`src/rtl/eprobe_pkg.sv`:
```
// Shared frame layout, FSM encoding and status widths for the E-probe LED serializer.
package eprobe_pkg;

    localparam int FRAME_W    = 14;
    localparam int BIT_CNT_W  = $clog2(FRAME_W);
    localparam int DROP_CNT_W = 16;

    localparam int PROBE_MSB = 13;
    localparam int ADDR_MSB  = 11;
    localparam int PIX_MSB   = 5;
    localparam int VLED_MSB  = 3;
    localparam int EN_BIT    = 0;

    typedef enum logic [1:0] {
        ST_IDLE  = 2'd0,
        ST_SHIFT = 2'd1,
        ST_LATCH = 2'd2
    } state_t;

endpackage

```
`src/rtl/eprobe_frame_fifo.sv`:
```
// First-word fall-through FIFO holding captured LED frames until the serializer can send them.
module eprobe_frame_fifo
    import eprobe_pkg::*;
#(
    parameter int FIFO_AW = 4
) (
    input  logic               clk,
    input  logic               rst,
    input  logic               push,
    input  logic               pop,
    input  logic [FRAME_W-1:0] din,
    output logic [FRAME_W-1:0] dout,
    output logic [FIFO_AW:0]   level,
    output logic               full,
    output logic               empty
);

    localparam int DEPTH   = 2 ** FIFO_AW;
    localparam int LEVEL_W = FIFO_AW + 1;

    logic [FRAME_W-1:0] r_mem [DEPTH];
    logic [FIFO_AW-1:0] r_wr_ptr;
    logic [FIFO_AW-1:0] r_rd_ptr;
    logic [FIFO_AW:0]   r_level;
    logic               w_do_push;
    logic               w_do_pop;

    assign empty     = (r_level == '0);
    assign full      = (r_level == LEVEL_W'(DEPTH));
    assign w_do_pop  = pop & ~empty;
    // A pop frees the head slot this cycle, so a full FIFO can still take a word.
    assign w_do_push = push & (~full | w_do_pop);
    assign dout      = r_mem[r_rd_ptr];
    assign level     = r_level;

    always_ff @(posedge clk) begin
        if (w_do_push) begin
            r_mem[r_wr_ptr] <= din;
        end
    end

    always_ff @(posedge clk or posedge rst) begin
        if (rst) begin
            r_wr_ptr <= '0;
            r_rd_ptr <= '0;
            r_level  <= '0;
        end else begin
            if (w_do_push) r_wr_ptr <= r_wr_ptr + 1'b1;
            if (w_do_pop)  r_rd_ptr <= r_rd_ptr + 1'b1;
            if (w_do_push && !w_do_pop)      r_level <= r_level + 1'b1;
            else if (!w_do_push && w_do_pop) r_level <= r_level - 1'b1;
        end
    end

endmodule

```
`src/rtl/eprobe_led_serializer.sv`:
```
// Captures LED command words on load edges, queues them, and shifts each out MSB-first
// over sclk/sdata followed by an slatch strobe; overflow is counted, never stalled.
module eprobe_led_serializer
    import eprobe_pkg::*;
#(
    parameter int CLK_DIV      = 4,
    parameter int FIFO_AW      = 4,
    parameter int LATCH_CYCLES = 2
) (
    input  logic                  clk,
    input  logic                  rst,
    input  logic [1:0]            probe,
    input  logic [5:0]            addr,
    input  logic [1:0]            pix,
    input  logic [2:0]            vled,
    input  logic                  en_led,
    input  logic                  load,
    input  logic                  clr_status,
    output logic                  sclk,
    output logic                  sdata,
    output logic                  slatch,
    output logic                  busy,
    output logic [FIFO_AW:0]      fifo_level,
    output logic                  overflow,
    output logic [DROP_CNT_W-1:0] drop_count
);

    localparam int DIV_W = (CLK_DIV > 1) ? $clog2(CLK_DIV) : 1;
    localparam int LAT_W = (LATCH_CYCLES > 1) ? $clog2(LATCH_CYCLES) : 1;
    localparam logic [DIV_W-1:0]     DIV_LAST = DIV_W'(CLK_DIV - 1);
    localparam logic [LAT_W-1:0]     LAT_LAST = LAT_W'(LATCH_CYCLES - 1);
    localparam logic [BIT_CNT_W-1:0] BIT_LAST = BIT_CNT_W'(FRAME_W - 1);

    state_t                r_state;
    state_t                w_state_nxt;
    logic                  r_load_q;
    logic [FRAME_W-1:0]    r_shift;
    logic [FRAME_W-1:0]    w_shift_nxt;
    logic [BIT_CNT_W-1:0]  r_bit_cnt;
    logic [BIT_CNT_W-1:0]  w_bit_cnt_nxt;
    logic [DIV_W-1:0]      r_div_cnt;
    logic [DIV_W-1:0]      w_div_nxt;
    logic [LAT_W-1:0]      r_lat_cnt;
    logic [LAT_W-1:0]      w_lat_nxt;
    logic                  r_sclk, w_sclk_nxt;
    logic                  r_sdata, w_sdata_nxt;
    logic                  r_slatch, w_slatch_nxt;
    logic                  r_busy;
    logic                  r_overflow;
    logic [DROP_CNT_W-1:0] r_drop_count;

    logic [FRAME_W-1:0]    w_frame;
    logic [FRAME_W-1:0]    w_fifo_dout;
    logic [FIFO_AW:0]      w_level;
    logic [FIFO_AW:0]      w_level_nxt;
    logic                  w_full;
    logic                  w_empty;
    logic                  w_edge;
    logic                  w_push;
    logic                  w_pop;
    logic                  w_drop;

    function automatic logic [DROP_CNT_W-1:0] sat_inc(input logic [DROP_CNT_W-1:0] v);
        return (&v) ? v : v + 1'b1;
    endfunction

    always_comb begin
        w_frame                       = '0;
        w_frame[PROBE_MSB -: 2]       = probe;
        w_frame[ADDR_MSB -: 6]        = addr;
        w_frame[PIX_MSB -: 2]         = pix;
        w_frame[VLED_MSB -: 3]        = vled;
        w_frame[EN_BIT]               = en_led;
    end

    assign w_edge = load & ~r_load_q;
    assign w_push = w_edge & (~w_full | w_pop);
    assign w_drop = w_edge & w_full & ~w_pop;

    eprobe_frame_fifo #(
        .FIFO_AW (FIFO_AW)
    ) u_fifo (
        .clk   (clk),
        .rst   (rst),
        .push  (w_push),
        .pop   (w_pop),
        .din   (w_frame),
        .dout  (w_fifo_dout),
        .level (w_level),
        .full  (w_full),
        .empty (w_empty)
    );

    always_comb begin
        w_level_nxt = w_level;
        if (w_push && !w_pop)      w_level_nxt = w_level + 1'b1;
        else if (!w_push && w_pop) w_level_nxt = w_level - 1'b1;
    end

    always_comb begin
        w_state_nxt   = r_state;
        w_shift_nxt   = r_shift;
        w_bit_cnt_nxt = r_bit_cnt;
        w_div_nxt     = r_div_cnt;
        w_lat_nxt     = r_lat_cnt;
        w_sclk_nxt    = r_sclk;
        w_sdata_nxt   = r_sdata;
        w_slatch_nxt  = r_slatch;
        w_pop         = 1'b0;
        case (r_state)
            ST_IDLE: begin
                if (!w_empty) begin
                    w_pop         = 1'b1;
                    w_shift_nxt   = w_fifo_dout;
                    w_sdata_nxt   = w_fifo_dout[FRAME_W-1];
                    w_bit_cnt_nxt = '0;
                    w_div_nxt     = '0;
                    w_sclk_nxt    = 1'b0;
                    w_state_nxt   = ST_SHIFT;
                end
            end
            ST_SHIFT: begin
                if (r_div_cnt == DIV_LAST) begin
                    w_div_nxt = '0;
                    if (!r_sclk) begin
                        w_sclk_nxt = 1'b1;
                    end else begin
                        // Falling sclk: sdata moves to the next bit on the same edge.
                        w_sclk_nxt = 1'b0;
                        if (r_bit_cnt == BIT_LAST) begin
                            w_sdata_nxt  = 1'b0;
                            w_slatch_nxt = 1'b1;
                            w_lat_nxt    = '0;
                            w_state_nxt  = ST_LATCH;
                        end else begin
                            w_shift_nxt   = {r_shift[FRAME_W-2:0], 1'b0};
                            w_sdata_nxt   = r_shift[FRAME_W-2];
                            w_bit_cnt_nxt = r_bit_cnt + 1'b1;
                        end
                    end
                end else begin
                    w_div_nxt = r_div_cnt + 1'b1;
                end
            end
            ST_LATCH: begin
                if (r_lat_cnt == LAT_LAST) begin
                    w_slatch_nxt = 1'b0;
                    w_state_nxt  = ST_IDLE;
                end else begin
                    w_lat_nxt = r_lat_cnt + 1'b1;
                end
            end
            default: w_state_nxt = ST_IDLE;
        endcase
    end

    always_ff @(posedge clk) begin
        r_shift <= w_shift_nxt;
    end

    always_ff @(posedge clk or posedge rst) begin
        if (rst) begin
            r_state   <= ST_IDLE;
            r_load_q  <= 1'b0;
            r_bit_cnt <= '0;
            r_div_cnt <= '0;
            r_lat_cnt <= '0;
            r_sclk    <= 1'b0;
            r_sdata   <= 1'b0;
            r_slatch  <= 1'b0;
            r_busy    <= 1'b0;
        end else begin
            r_state   <= w_state_nxt;
            r_load_q  <= load;
            r_bit_cnt <= w_bit_cnt_nxt;
            r_div_cnt <= w_div_nxt;
            r_lat_cnt <= w_lat_nxt;
            r_sclk    <= w_sclk_nxt;
            r_sdata   <= w_sdata_nxt;
            r_slatch  <= w_slatch_nxt;
            r_busy    <= (w_state_nxt != ST_IDLE) || (w_level_nxt != '0);
        end
    end

    // A drop coinciding with a clear survives as a single recorded drop.
    always_ff @(posedge clk or posedge rst) begin
        if (rst) begin
            r_overflow   <= 1'b0;
            r_drop_count <= '0;
        end else if (clr_status) begin
            r_overflow   <= w_drop;
            r_drop_count <= w_drop ? DROP_CNT_W'(1) : '0;
        end else if (w_drop) begin
            r_overflow   <= 1'b1;
            r_drop_count <= sat_inc(r_drop_count);
        end
    end

    assign sclk       = r_sclk;
    assign sdata      = r_sdata;
    assign slatch     = r_slatch;
    assign busy       = r_busy;
    assign fifo_level = w_level;
    assign overflow   = r_overflow;
    assign drop_count = r_drop_count;

endmodule

```
`config.mk`:
```
export PLATFORM = sky130hd
export DESIGN_NAME = eprobe_led_serializer
export DESIGN_NICKNAME = d
export VERILOG_FILES = /design/src/rtl/eprobe_pkg.sv /design/src/rtl/eprobe_frame_fifo.sv /design/src/rtl/eprobe_led_serializer.sv
export SDC_FILE = /design/constraint.sdc
export NUM_CORES = 1
export LEC_CHECK = 0
export BUFFER_PORTS_ARGS = -buffer_cell sky130_fd_sc_hd__buf_2
export CORE_MARGIN = 3
export CORE_UTILIZATION = 45
export CTS_BUF_LIST = sky130_fd_sc_hd__clkbuf_2 sky130_fd_sc_hd__clkbuf_4 sky130_fd_sc_hd__clkbuf_8
export DETAILED_ROUTE_END_ITERATION = 7
export PLACE_DENSITY = 0.69
export SYNTH_ARGS = -nofsm -noshare
export SYNTH_HDL_FRONTEND = slang
export SYNTH_SLANG_ARGS = --single-unit
```
`constraint.sdc`:
```
create_clock -name clk -period 3.4 [get_ports clk]
set_input_delay 0.68 -clock clk [delete_from_list [all_inputs] [get_ports clk]]
set_output_delay 0.68 -clock clk [all_outputs]
set_load 0.01 [all_outputs]
```
## Word-level counts from Yosys, hierarchy flattened

Memories as Yosys holds them, arrays and structs flattened.
Cells that the tools add are included.

| storage, ports and cells | value |
|---|---|
| bits of input ports | 18 |
| RAM bits | 224 |
| register bits after elaboration | 57 |
| output and inout port bits | 26 |
| word-level logic and storage cells | 125 |
| memories kept | 1 |

| cells by class | value |
|---|---|
| add/subtract/negate cells | 8 |
| reductions and logical operators | 25 |
| equal/unequal tests | 12 |
| bitwise gates (word level) | 12 |
| multiplexer cells | 52 |

Memories:

| memory | words | bits a word | rd ports | clocked after Yosys merged registers in | write ports | line | text |
|---|---|---|---|---|---|---|---|
| u_fifo.r_mem | 16 | 14 | 1 | 0 | 1 | eprobe_frame_fifo.sv:21 | `logic [FRAME_W-1:0] r_mem [DEPTH];` |

Operators by type and width:

| kind | count |
|---|---|
| 13-bit two-way mux | 4 |
| 16-bit two-way mux | 3 |
| 13-bit one-hot mux with 2 select lines | 1 |
| 1-bit two-way mux | 22 |
| 5-bit two-way mux | 4 |
| 16-bit by 1-bit adder with 16-bit output, second input constant | 1 |
| 4-bit two-way mux | 4 |
| 16-bit AND reduction | 1 |
| 2-bit two-way mux | 7 |
| 2-bit != test, second input constant | 7 |
| 4-bit by 1-bit adder with 4-bit output, second input constant | 3 |
| 5-bit AND reduction | 2 |
| 2-bit nonzero test | 5 |
| 1-bit one-hot mux with 2 select lines | 4 |
| 4-bit one-hot mux with 2 select lines | 1 |
| 4-bit AND reduction | 2 |
| 1-bit bitwise AND | 6 |
| 2-bit one-hot mux with 3 select lines | 1 |
| 5-bit by 1-bit adder with 5-bit output, second input constant | 1 |
| 5-bit equality test, second input constant | 1 |
| 5-bit zero test | 1 |
| 5-bit nonzero test | 1 |
| 5-bit by 1-bit subtractor with 5-bit output, second input constant | 1 |
| 2-bit equality test, second input constant | 2 |
| other kinds (13) | 24 |

## Longest topological paths before layout

Gate-level depths: netlist of run 1.

| logic depth | value |
|---|---|
| depth after elaboration | 11 |
| gate-level depth with buffers | 12 |
| gate-level depth less buffers | 11 |

## Hierarchy

Synthesis of run 1 repeated with hierarchy kept, for this count alone.

| unflattened totals | value |
|---|---|
| cells, all modules | 745 |
| area total of the unflattened synthesis | 11721.2 um^2 |

Modules (own cells, without submodules):

| module | seq. area each (um^2) | area each (um^2) | cells an instance | instances |
|---|---|---|---|---|
| eprobe_frame_fifo | 7051.8 | 9370.2 | 494 | 1 |
| eprobe_led_serializer | 1166.1 | 2351.0 | 251 | 1 |

## Worst setup path before layout of run 1

OpenSTA, ideal clock, no wires.

| path | value |
|---|---|
| kind | register to register |
| start point | register u_fifo.r_level[0], in the netlist u_fifo.level[0] |
| end point | register u_fifo.r_level[3], in the netlist u_fifo.level[3] |
| data required time | 3.320 ns |
| slack | 0.358 ns |
| clock period less this slack | 3.042 ns |
| arrival time | 2.962 ns |
| library setup time | 0.080 ns |
| stages on the path, launching flop included | 11 |
| cell sequence | dfrtp_1 clkbuf_1 inv_1 ha_1 or3b_4 o21ai_0 clkinv_1 ha_1 or4_2 a21oi_1 xor2_1 |

| between the ends | value |
|---|---|
| longest elaborated chain between the ends | 9 |
| elaborated cells on any way between the ends | 20 |
| classes of those cells | 2 x add/sub; 1 x eq/ne; 4 x mux; 7 x bitwise; 6 x reduce/logical |

RTL lines:

| what | line | text |
|---|---|---|
| from (decl) | eprobe_frame_fifo.sv:24 | `logic [FIFO_AW:0] r_level;` |
| from (signal assigned) | eprobe_frame_fifo.sv:50 | `if (w_do_push && !w_do_pop) r_level <= r_level + 1'b1;` |
| from (signal assigned) | eprobe_frame_fifo.sv:51 | `else if (!w_do_push && w_do_pop) r_level <= r_level - 1'b1;` |
| 5-bit zero test | eprobe_frame_fifo.sv:28 | `assign empty = (r_level == '0);` |
| 1-bit two-way mux | eprobe_led_serializer.sv:112 | `if (!w_empty) begin` |
| 1-bit two-way mux | eprobe_led_serializer.sv:110 | `case (r_state)` |
| 1-bit OR / 1-bit bitwise AND (equally long branches) | eprobe_led_serializer.sv:77, eprobe_frame_fifo.sv:30 |  |
| 1-bit bitwise AND / 1-bit OR (equally long branches) | eprobe_led_serializer.sv:77, eprobe_frame_fifo.sv:32 |  |
| 1-bit bitwise AND (*) | eprobe_frame_fifo.sv:32 | `assign w_do_push = push & (~full \| w_do_pop);` |
| net u_fifo.w_do_push | eprobe_frame_fifo.sv:25 | `logic w_do_push;` |
| 1-bit zero test | eprobe_frame_fifo.sv:51 |  |
| 1-bit logical AND | eprobe_frame_fifo.sv:51 |  |
| 2-bit nonzero test (no line) | -- |  |

Mark *: on every way through the listed nets, which the timed path passes. The rest lies on a longest branch. The select of a mux whose other input is x is not followed.
A chain may end at the register's enable or synchronous reset.

## Worst setup path in the final report of run 1

| path | value |
|---|---|
| start point | register u_fifo.r_level[0], in the netlist u_fifo.level[0] |
| end point | register u_fifo.r_level[3], in the netlist u_fifo.level[3] |

| between the ends | value |
|---|---|
| longest elaborated chain between the ends | 9 |
| elaborated cells on any way between the ends | 20 |
| classes of those cells | 2 x add/sub; 1 x eq/ne; 4 x mux; 7 x bitwise; 6 x reduce/logical |

RTL lines:

| what | line |
|---|---|
| 5-bit zero test | eprobe_frame_fifo.sv:28 |
| 1-bit two-way mux | eprobe_led_serializer.sv:112 |
| 1-bit two-way mux | eprobe_led_serializer.sv:110 |
| 1-bit OR / 1-bit bitwise AND (equally long branches) | eprobe_led_serializer.sv:77, eprobe_frame_fifo.sv:30 |
| 1-bit bitwise AND / 1-bit OR (equally long branches) | eprobe_led_serializer.sv:77, eprobe_frame_fifo.sv:32 |
| 1-bit bitwise AND | eprobe_frame_fifo.sv:32 |
| 1-bit zero test | eprobe_frame_fifo.sv:51 |
| 1-bit logical AND | eprobe_frame_fifo.sv:51 |
| 2-bit nonzero test (no line) | -- |

Parallel ways exist; a longest one is shown, timed or not. The select of a mux whose other input is x is not followed.

==> impl_metrics.env, run 1 <==
export IMPL_cts_hold_fix_buffers=0
export IMPL_detail_route_antenna_nets=0
export IMPL_synth_fp_nets=674
export IMPL_max_stage_delay_ns=0.59
export IMPL_dp_hpwl_um=14400
export IMPL_worstPathArrival_ns=3.53
export IMPL_grt_use_total_pct=17.4
export IMPL_status="complete, no violations"
export IMPL_worstSetupPathType="reg2reg"
export IMPL_wl_um=23100
export IMPL_syn_inst=644
export IMPL_clk_latency_ns=0.54
export IMPL_fin_cells=1063
export IMPL_peakVddDrop_mv=0.388
export IMPL_path_max_fanout=9
export IMPL_std_cell_rows=57
export IMPL_htree_levels=2
export IMPL_cts_root_buf="clkbuf_8"
export IMPL_ys_flop_type="edfxtp_1"
export IMPL_synth_seq_cells=281
export IMPL_synth_top_area_share_pct=62.3
export IMPL_grt_pass1_vias=6262
export IMPL_synth_area_top_cells="edfxtp_1 (62%), mux4_2 (11%), dfrtp_1 (9.6%), ha_1 (1.3%), mux2_2 (1.3%)"
export IMPL_clk_transition_reported_paths_ns=0.06
export IMPL_io_buffer_count=43
export IMPL_p_per_area_nw_per_um2=559
export IMPL_die_h_um=165
export IMPL_cts_inserted_buffers=43
export IMPL_layout_drive_gt1_share_pct=26.1
export IMPL_p_leak_uw=0.00443
export IMPL_io_pins=44
export IMPL_cts_resized=0
export IMPL_route_detailed_wl_per_inst_um=21.8
export IMPL_maxSlewViolCount=0
export IMPL_crit_path_cell_trace="inv_1, ha_1, or3b_4, o21ai_0, nor2_1, clkinv_1, ha_1, or4_2, a21oi_1, xor2_1"
export IMPL_drc_errors=0
export IMPL_place_congestion=0.830
export IMPL_start_util_pct=46.5
export IMPL_setup_viol=0
export IMPL_syn_to_final_growth_pct=12.2
export IMPL_hold_class="in2async"
export IMPL_vias=6063
export IMPL_synth_most_common_cell="edfxtp_1"
export IMPL_tightest_slew_ns=1.09
export IMPL_diodes=0
export IMPL_yosysUniqueCellTypes=52
export IMPL_synth_yosys_seq_area_share_pct=71.9
export IMPL_antenna_found_initial=0
export IMPL_drt_initial_drc_count=546
export IMPL_fin_skew_ns=0.0141
export IMPL_worstPathRequired_ns=3.85
export IMPL_yosysTopAreaCell="edfxtp_1"
export IMPL_placedCellCount=996
export IMPL_maxCapViolCount=0
export IMPL_grt_pass1_wl_um=36000
export IMPL_end_kind="flip-flop"
export IMPL_fin_crit_sh_pct=90.4
export IMPL_cts_sinks=281
export IMPL_crit_slowest_cell="or4_2"
export IMPL_whs_ns=0.280
export IMPL_grt_max_degree=39
export IMPL_die_w_um=165
export IMPL_ys_top_cells_by_count="edfxtp_1 (237), mux4_2 (55), dfrtp_1 (44)"
export IMPL_period_minus_slack_ns=3.07
export IMPL_max_freq_mhz=325
export IMPL_max_clock_path_buffers=3
export IMPL_cts_tree="yes"
export IMPL_nets=747
export IMPL_vias_per_cell=5.70
export IMPL_power_uw=7170
export IMPL_cp_start_kind="flip-flop"
export IMPL_synth_async_reset_ratio_pct=15.7
export IMPL_dr_pass1_iters=5
export IMPL_rsz0062_at_grt="false"
export IMPL_overflow=0
export IMPL_cp_common_cell="ha_1"
export IMPL_finalHoldViolations=0
export IMPL_synth_edf_count=237
export IMPL_relSlewSlack_pct=26.7
export IMPL_setup_tns_ns=0
export IMPL_fillerInstances=1982
export IMPL_dpl_cell_area_um2=12100
export IMPL_die_area_um2=27300
export IMPL_avgSynthCellArea_um2=17.7
export IMPL_final_area_um2=12800
export IMPL_post_cts_buffers=0
export IMPL_synth_warnings=0
export IMPL_syn_cell_area_um2=11400
export IMPL_coreArea_um2=24600
[registers in the layout, indices dropped and copies added, names as in the netlist, 2 cells and up]
name and cells:
drop_count 16, r_bit_cnt 4, r_div_cnt 2, r_shift 13, r_state 2, u_fifo.level 5, u_fifo.r_mem 224, u_fifo.r_rd_ptr 4
u_fifo.r_wr_ptr 4
[kinds of logic (layout without fill, tap and decap cells)]
group | after synthesis | after routing | share of synthesized area [%]
compound gates | 70 | 70 | 3.96
xor+xnor | 22 | 22 | 1.69
fa+ha+maj | 12 | 12 | 1.31
buf+inv | 48 | 143 | 1.74
flops | 281 | 281 | 71.9
mux | 81 | 81 | 13.3
simple gates | 130 | 130 | 6.14
[critical path, delay by kind of cell, from the launching register on]
| kind | cells | cell delay, ns |
|---|---|---|
| AO/OA/AOI/OAI | 2 | 0.37 |
| buffers and inverters | 2 | 0.34 |
| XOR/XNOR | 1 | 0.16 |
| flip-flops | 1 | 0.51 |
| adder cells (fa/ha/maj) | 2 | 0.58 |
| AND/OR/NAND/NOR | 3 | 1.03 |
[worst paths after layout]
path                                      start                 end  slack (ns)  cells past startpoint
worst max-delay path            u_fifo.level[0]     u_fifo.level[3]        0.33                     10
worst min-delay path                        rst  u_fifo.r_wr_ptr[3]        0.28                      2
worst max register to register  u_fifo.level[0]     u_fifo.level[3]        0.33                     10
worst min register to register         overflow            overflow        0.50                      1
max in group asynchronous                   rst       drop_count[6]        2.39                      3
min in group clk                           load            r_load_q        0.28                      1
[per-layer routing]
layer  wire [um]  track usage [%]  share of wire, %
met2       11400             29.1                49
met3        1370             3.07               5.9
met1        9810             23.9                42
met5           0                0                 0
met4         505             4.80               2.2
[through the flow]
step,setup WS (ns),util (%)
detailed placement,0.380,49.1
finish,0.325,52.1
floorplan,0.358,-
global route,0.00750,52.1
global placement,0.533,49.1
CTS,0.329,52.1
[placed cells by master (no fill, tap or decap), types with 5 or more instances in the layout]
cell type and instances:
and3_1 9, and4_1 5, inv_1 13, mux4_2 55, nor2_1 33, a31oi_1 7, xor2_1 12, nand4_1 11
clkbuf_8 43, mux2i_1 13, clkinv_1 13, o21ai_0 17, dfrtp_1 42, and2_1 6, nand2_1 21, buf_4 15
o22ai_1 12, xnor2_1 10, ha_1 12, nor2b_1 7, mux2_2 13, edfxtp_1 237, a21oi_1 7, a211oi_1 8
nand3_1 13, clkbuf_4 7, buf_2 43, nor3_1 7
[where the power goes]
part | switching, uW | internal [uW]
logic | 326 | 200
registers | 150 | 3940
clock network | 1230 | 1330
total | 1700 | 5460
[cell type report]
cell class / instances / area, um^2 / area share, %
Tap cell: 324 / 405 / 3.16
Multi-Input combinational cell: 315 / 3010 / 23.5
Inverter: 16 / 60.1 / 0.468
Clock inverter: 17 / 111 / 0.868
Timing Repair Buffer: 60 / 368 / 2.87
Clock buffer: 50 / 644 / 5.02
Sequential cell: 281 / 8220 / 64.1
(Power assumes the default switching activity.)
==> run 2: changes to the inputs <==
==> constraint.sdc (replaced) <==
create_clock -name clk -period 3.4 [get_ports clk]
set_input_delay 0.17 -clock clk [delete_from_list [all_inputs] [get_ports clk]]
set_output_delay 0.17 -clock clk [all_outputs]
set_load 0.01 [all_outputs]
==> run 2 against run 1 <==
Net effect: sequential cell count unchanged; cell count is 2.2% higher; sequential power is essentially flat; highest routed layer unchanged; setup slack improved by 0.072 ns; largest cell class unchanged; wire length increased by 0.18%; critical path type unchanged; clock power grew 7%; sequential share of layout area decreased by 1.1 points; worst hold slack got worse by 0.25 ns; combinational power increased by 3%.
==> impl_metrics.env, run 2 (synthesis gave the netlist of run 1 again) <==
export IMPL_use_met3_pct=3.19
export IMPL_crit_path_cell_trace="inv_1, ha_1, or3b_4, o21ai_0, nor2_1, clkinv_1, ha_1, or4_2, a21oi_1, xor2_1"
export IMPL_die_w_um=165
export IMPL_start_util_pct=46.5
export IMPL_finalHoldViolations=0
export IMPL_drt_initial_drc_count=660
export IMPL_worstPathArrival_ns=3.47
export IMPL_post_cts_buffers=0
export IMPL_p_comb_share_pct=7.4
export IMPL_grt_pass1_wl_um=36100
export IMPL_dp_hpwl_um=14300
export IMPL_worstSetupStartpoint="u_fifo.level[0]"
export IMPL_fin_cells=1086
export IMPL_drc_errors=0
export IMPL_hold_class="in2reg"
export IMPL_fin_crit_sh_pct=88.3
export IMPL_clk_latency_ns=0.55
export IMPL_crit_slowest_cell="or4_2"
export IMPL_maxCapViolCount=0
export IMPL_grt_use_met2_pct=30.5
export IMPL_syn_to_final_growth_pct=14.2
export IMPL_grt_pass1_vias=6381
export IMPL_coreArea_um2=24600
export IMPL_power_frac_seq_pct=55.4
export IMPL_cts_inserted_buffers=44
export IMPL_setup_tns_ns=0
export IMPL_worstSetupPathType="reg2reg"
export IMPL_cts_resized=0
export IMPL_route_detailed_wl_per_inst_um=21.3
export IMPL_largest_reg_flops=224
export IMPL_rsz0062_at_grt="false"
export IMPL_die_area_um2=27300
export IMPL_max_stage_delay_ns=0.57
export IMPL_layout_commonest_cell="edfxtp_1"
export IMPL_worstPathRequired_ns=3.86
export IMPL_p_leak_uw=0.00454
export IMPL_r2r_start="u_fifo.level[0]"
export IMPL_grt_busiest_layer="met2"
export IMPL_end_kind="flip-flop"
export IMPL_overflow=0
export IMPL_internal_power_uw=5650
export IMPL_p_clk_share_pct=37.2
export IMPL_clk_transition_reported_paths_ns=0.06
export IMPL_switchingPower_uw=1710
export IMPL_regMostFlops="u_fifo.r_mem"
export IMPL_final_area_um2=13000
export IMPL_mostFrequentLayoutCells="edfxtp_1 (237), mux4_2 (55), clkbuf_8 (44)"
export IMPL_diodes=0
export IMPL_cp_start_kind="flip-flop"
export IMPL_antenna_found_initial=0
export IMPL_status="complete, no violations"
export IMPL_worst_slack_ns=0.397
export IMPL_maxSlewViolCount=0
export IMPL_wl_um=23200
export IMPL_cts_sinks=281
export IMPL_swShare_pct=23.2
export IMPL_setup_viol=0
export IMPL_max_clock_path_buffers=3
export IMPL_power_uw=7360
export IMPL_vias_per_cell=5.67
export IMPL_pre_cts_ws_ns=0.424
export IMPL_place_congestion=0.810
export IMPL_worstHoldStart="probe[0]"
export IMPL_cts_root_buf="clkbuf_8"
export IMPL_cts_hold_fix_buffers=11
export IMPL_period_minus_slack_ns=3.00
export IMPL_layout_drive_gt1_share_pct=26.8
export IMPL_htree_levels=2
export IMPL_tightest_slew_ns=0.872
export IMPL_grt_use_total_pct=17.6
export IMPL_die_h_um=165
export IMPL_io_pins=44
export IMPL_use_met1_pct=22.7
export IMPL_io_buffer_count=43
export IMPL_max_freq_mhz=333
export IMPL_relSlewSlack_pct=41.9
export IMPL_grt_max_degree=40
export IMPL_p_per_area_nw_per_um2=564
export IMPL_std_cell_rows=57
export IMPL_cts_tree="yes"
export IMPL_peakVddDrop_mv=0.388
export IMPL_vias=6162
export IMPL_fin_skew_ns=0.0256
export IMPL_dr_pass1_iters=5
export IMPL_dpl_cell_area_um2=12100
export IMPL_cp_common_cell="ha_1"
export IMPL_path_max_fanout=9
export IMPL_placedCellCount=999
export IMPL_detail_route_antenna_nets=0
export IMPL_nets=762
run 2: changes by cell type in the layout (fill, tap and decap cells not counted):
cell / previous run / this run
inv_6: 2 / 1
buf_4: 15 / 18
clkbuf_8: 43 / 44
clkinvlp_4: 0 / 1
bufinv_16: 1 / 2
clkbuf_4: 7 / 13
dlygate4sd3_1: 0 / 11
clkinv_1: 13 / 14
run 2: final cells by class:
cell class / count / area [um^2]
Sequential cell: 281 / 8220
Inverter: 16 / 60.1
Fill cell: 1967 / 11600
Timing Repair Buffer: 74 / 500
Tap cell: 324 / 405
Clock buffer: 57 / 703
Multi-Input combinational cell: 315 / 3010
Clock inverter: 19 / 144
run 2: stage by stage:
| step | utilization (%) | hold slack [ns] |
|---|---|---|
| finish | 53.0 | 0.0339 |
| CTS | 53.0 | 0.00593 |
| global route | 53.0 | 0.0105 |
| detailed placement | 49.1 | 0.202 |
| floorplan | - | 0.201 |
| global placement | 49.1 | 0.189 |
run 2: path summary, 6_finish.rpt:
check	end	slack, ns	cells after the start
worst min register to register	r_lat_cnt	0.52	2
worst min-delay path	u_fifo.r_mem[12][12]	0.03	1
worst max register to register	u_fifo.level[3]	0.40	10
worst max-delay path	u_fifo.level[3]	0.40	10
max in group asynchronous	u_fifo.r_rd_ptr[1]	2.44	4
min in group asynchronous	u_fifo.r_wr_ptr[2]	0.17	3
run 2: power by group through the flow:
stage	clock, uW	combinational [uW]	sequential (uW)
6_report	2740	542	4080
2_1_floorplan	0	369	4090
3_5_place_dp	0	541	4150
5_1_grt	2990	605	4100
4_1_cts	2810	553	4080
3_3_place_gp	0	519	4120
run 2: routing by layer:
layer	vias up	part of all wire, %
met4	0	2.3
li1	2752	-
met1	3173	41
met3	43	5.3
met2	194	51
met5	-	0
run 2: worst max-delay path: cells and delay by family (launching register included):
kind            cells  cell delay [ns]
compound gates      2             0.34
xor+xnor            1             0.15
flops               1             0.50
fa+ha+maj           2             0.58
buf+inv             2             0.34
simple gates        3             1.02
==> run 3: changes to the inputs <==
--- a/config.mk
+++ b/config.mk
@@ -5,6 +5,7 @@
 export SDC_FILE = /design/constraint.sdc
 export NUM_CORES = 1
 export LEC_CHECK = 0
+export ABC_AREA = 1
 export BUFFER_PORTS_ARGS = -buffer_cell sky130_fd_sc_hd__buf_2
 export CORE_MARGIN = 3
 export CORE_UTILIZATION = 45
==> run 3 against run 2 <==
Net effect: clock skew rose by 0.0095 ns; sequential cell count unchanged; register-to-register slack improved by 0.19 ns; maximum frequency rose by 6.8%; die area grew 5.3%; highest routed layer unchanged.
==> impl_metrics.env, run 3 <==
export IMPL_r2r_end="u_fifo.r_mem[5][4]"
export IMPL_worst_path_dominant_cell_family="simple AND/OR/NAND/NOR gates"
export IMPL_p_clk_share_pct=37.8
export IMPL_drc_errors=0
export IMPL_die_w_um=170
export IMPL_crit_slowest_cell="dfrtp_1"
export IMPL_cp_common_cell="nand2_1"
export IMPL_yosysUniqueCellTypes=34
export IMPL_min_to="u_fifo.r_mem[11][12]"
export IMPL_vias=8245
export IMPL_grt_max_degree=85
export IMPL_clk_latency_ns=0.57
export IMPL_fin_crit_sh_pct=82.7
export IMPL_critPathBufInv=3
export IMPL_drt_initial_drc_count=841
export IMPL_end_kind="flip-flop"
export IMPL_vias_per_cell=5.36
export IMPL_worstPathRequired_ns=3.67
export IMPL_largest_reg_flops=224
export IMPL_r2r_start="u_fifo.level[0]"
export IMPL_layout_drive_gt1_share_pct=14.4
export IMPL_diodes=0
export IMPL_tightest_slew_ns=0.977
export IMPL_status="complete, no violations"
export IMPL_final_util_pct=52.0
export IMPL_std_cell_rows=59
export IMPL_hold_class="in2reg"
export IMPL_synth_async_reset_ratio_pct=15.7
export IMPL_synth_seq_cells=281
export IMPL_max_stage_delay_ns=0.44
export IMPL_worstPathArrival_ns=3.08
export IMPL_rrSetupSlack_ns=0.59
export IMPL_syn_cell_area_um2=12100
export IMPL_coreArea_um2=26200
export IMPL_setup_viol=0
export IMPL_cts_root_buf="clkbuf_8"
export IMPL_dp_hpwl_um=17500
export IMPL_regMostFlops="u_fifo.r_mem"
export IMPL_htree_levels=2
export IMPL_clk_transition_reported_paths_ns=0.06
export IMPL_p_comb_share_pct=8.9
export IMPL_grt_pass1_wl_um=44000
export IMPL_place_congestion=0.884
export IMPL_nets=1196
export IMPL_cts_inserted_buffers=46
export IMPL_wl_um=28300
export IMPL_synth_warnings=0
export IMPL_switchingPower_uw=1900
export IMPL_yosysTopAreaCell="edfxtp_1"
export IMPL_ys_flop_type="edfxtp_1"
export IMPL_internal_power_uw=5660
export IMPL_whs_path_depth=1
export IMPL_worstSetupPathType="reg2reg"
export IMPL_start_util_pct=46.0
export IMPL_synth_area_top_cells="edfxtp_1 (59%), nand2_1 (10%), dfrtp_1 (9.1%), nand3_1 (5.7%), a21oi_1 (2.8%)"
export IMPL_io_buffer_count=43
export IMPL_fin_skew_ns=0.0351
export IMPL_ff2ff_path_depth=10
export IMPL_worstHoldStart="probe[0]"
export IMPL_overflow=0
export IMPL_cp_start_kind="flip-flop"
export IMPL_die_h_um=170
export IMPL_grt_use_total_pct=19.8
export IMPL_fillerInstances=2282
export IMPL_power_frac_seq_pct=53.3
export IMPL_route_detailed_wl_per_inst_um=18.4
export IMPL_rsz0062_at_grt="false"
export IMPL_crit_path_cell_trace="inv_1, ha_1, nand3_1, nand2_2, nand2_1, nand2_1, inv_2, nand2_1, nor2_1, buf_4"
export IMPL_antenna_found_initial=0
export IMPL_io_pins=44
export IMPL_synth_edf_count=237
export IMPL_detail_route_antenna_nets=0
export IMPL_avgSynthCellArea_um2=11.0
export IMPL_p_per_area_nw_per_um2=555
export IMPL_syn_inst=1096
export IMPL_grt_pass1_vias=8022
export IMPL_relSlewSlack_pct=34.8
export IMPL_post_cts_buffers=0
export IMPL_max_freq_mhz=356
export IMPL_path_max_fanout=11
export IMPL_synth_top_area_share_pct=59.0
export IMPL_maxSlewViolCount=0
export IMPL_cts_sinks=281
export IMPL_period_minus_slack_ns=2.81
export IMPL_swShare_pct=25.1
export IMPL_p_leak_uw=0.00529
export IMPL_synth_yosys_seq_area_share_pct=68.1
export IMPL_synth_fp_nets=1126
export IMPL_dr_pass1_iters=6
export IMPL_ys_top_cells_by_count="nand2_1 (320), edfxtp_1 (237), nand3_1 (137)"
export IMPL_synth_most_common_cell="nand2_1"
export IMPL_cts_tree="yes"
export IMPL_peakVddDrop_mv=0.485
export IMPL_finalHoldViolations=0
export IMPL_mostFrequentLayoutCells="nand2_1 (320), edfxtp_1 (237), nand3_1 (137)"
export IMPL_maxCapViolCount=0
export IMPL_setup_tns_ns=0
export IMPL_max_clock_path_buffers=3
export IMPL_die_area_um2=28800
export IMPL_syn_to_final_growth_pct=13.0
export IMPL_layout_commonest_cell="nand2_1"
run 3: cell type report:
type | count | area [um^2] | area share [%]
multi-input combinational | 707 | 3400 | 25.0
timing repair buffer | 74 | 480 | 3.52
clock inverter | 23 | 144 | 1.06
sequential | 281 | 8220 | 60.3
clock buffer | 62 | 753 | 5.52
inverter | 56 | 211 | 1.55
tap | 335 | 419 | 3.07
run 3: power by group through the flow:
stage / Sequential [uW] / Clock, uW / Combinational [uW]
after floorplan: 4090 / 0 / 424
after CTS: 4030 / 2920 / 677
after detailed placement: 4100 / 0 / 669
after global routing: 4050 / 3070 / 751
final: 4030 / 2860 / 676
after global placement: 4090 / 0 / 661
run 3: per-layer routing:
layer / up-vias / track usage (%) / part of all wire (%)
met4: 0 / 5.62 / 1.7
li1: 3945 / - / -
met5: - / 0 / 0
met2: 304 / 32.2 / 48
met3: 39 / 2.82 / 7.0
met1: 3957 / 28.0 / 44
run 3: metrics by stage:
stage               worst slack [ns]  hold WS, ns  instance area [um^2]  power [uW]  cells
global route                   0.382       0.0242                 13600        7870   1538
floorplan                      0.692        0.201                 12100        4510   1096
detailed placement             0.641        0.300                 12700        4770   1450
CTS                            0.604      0.00728                 13600        7620   1538
finish                         0.589       0.0369                 13600        7560   1538
global placement               0.727        0.295                 12700        4750   1450
run 3: worst max path at each step:
stage                                endpoint  cells after the start  slack, ns            start
after global routing       u_fifo.r_mem[5][4]                     10       0.38  u_fifo.level[0]
after global placement     u_fifo.r_mem[5][4]                     10       0.73  u_fifo.level[0]
after CTS                  u_fifo.r_mem[5][4]                     10       0.60  u_fifo.level[0]
after detailed placement   u_fifo.r_mem[5][4]                     10       0.64  u_fifo.level[0]
after floorplan           u_fifo.r_mem[11][0]                      8       0.69  u_fifo.level[0]
final                      u_fifo.r_mem[5][4]                     10       0.59  u_fifo.level[0]
run 3: logic make-up after synthesis:
logic type | Yosys count | share of synthesized area, %
buf+inv | 108 | 3.74
fa+ha+maj | 12 | 1.24
xor+xnor | 16 | 1.16
simple gates | 558 | 20.2
compound gates | 121 | 5.54
flops | 281 | 68.1
run 3: worst reg2reg max path: stages, from the launching register on:
cell and delay (ns):
dfrtp_1 0.44, inv_1 0.11, ha_1 0.26, nand3_1 0.14, nand2_2 0.18, nand2_1 0.10, nand2_1 0.18, inv_2 0.25
nand2_1 0.19, nor2_1 0.39, buf_4 0.27
run 3: repair_timing:
| action | in CTS | in global routing |
|---|---|---|
| hold buffers | 3 | 0 |
| endpoints found under the hold margin | 53 | 0 |
| gates resized for setup | 0 | 0 |
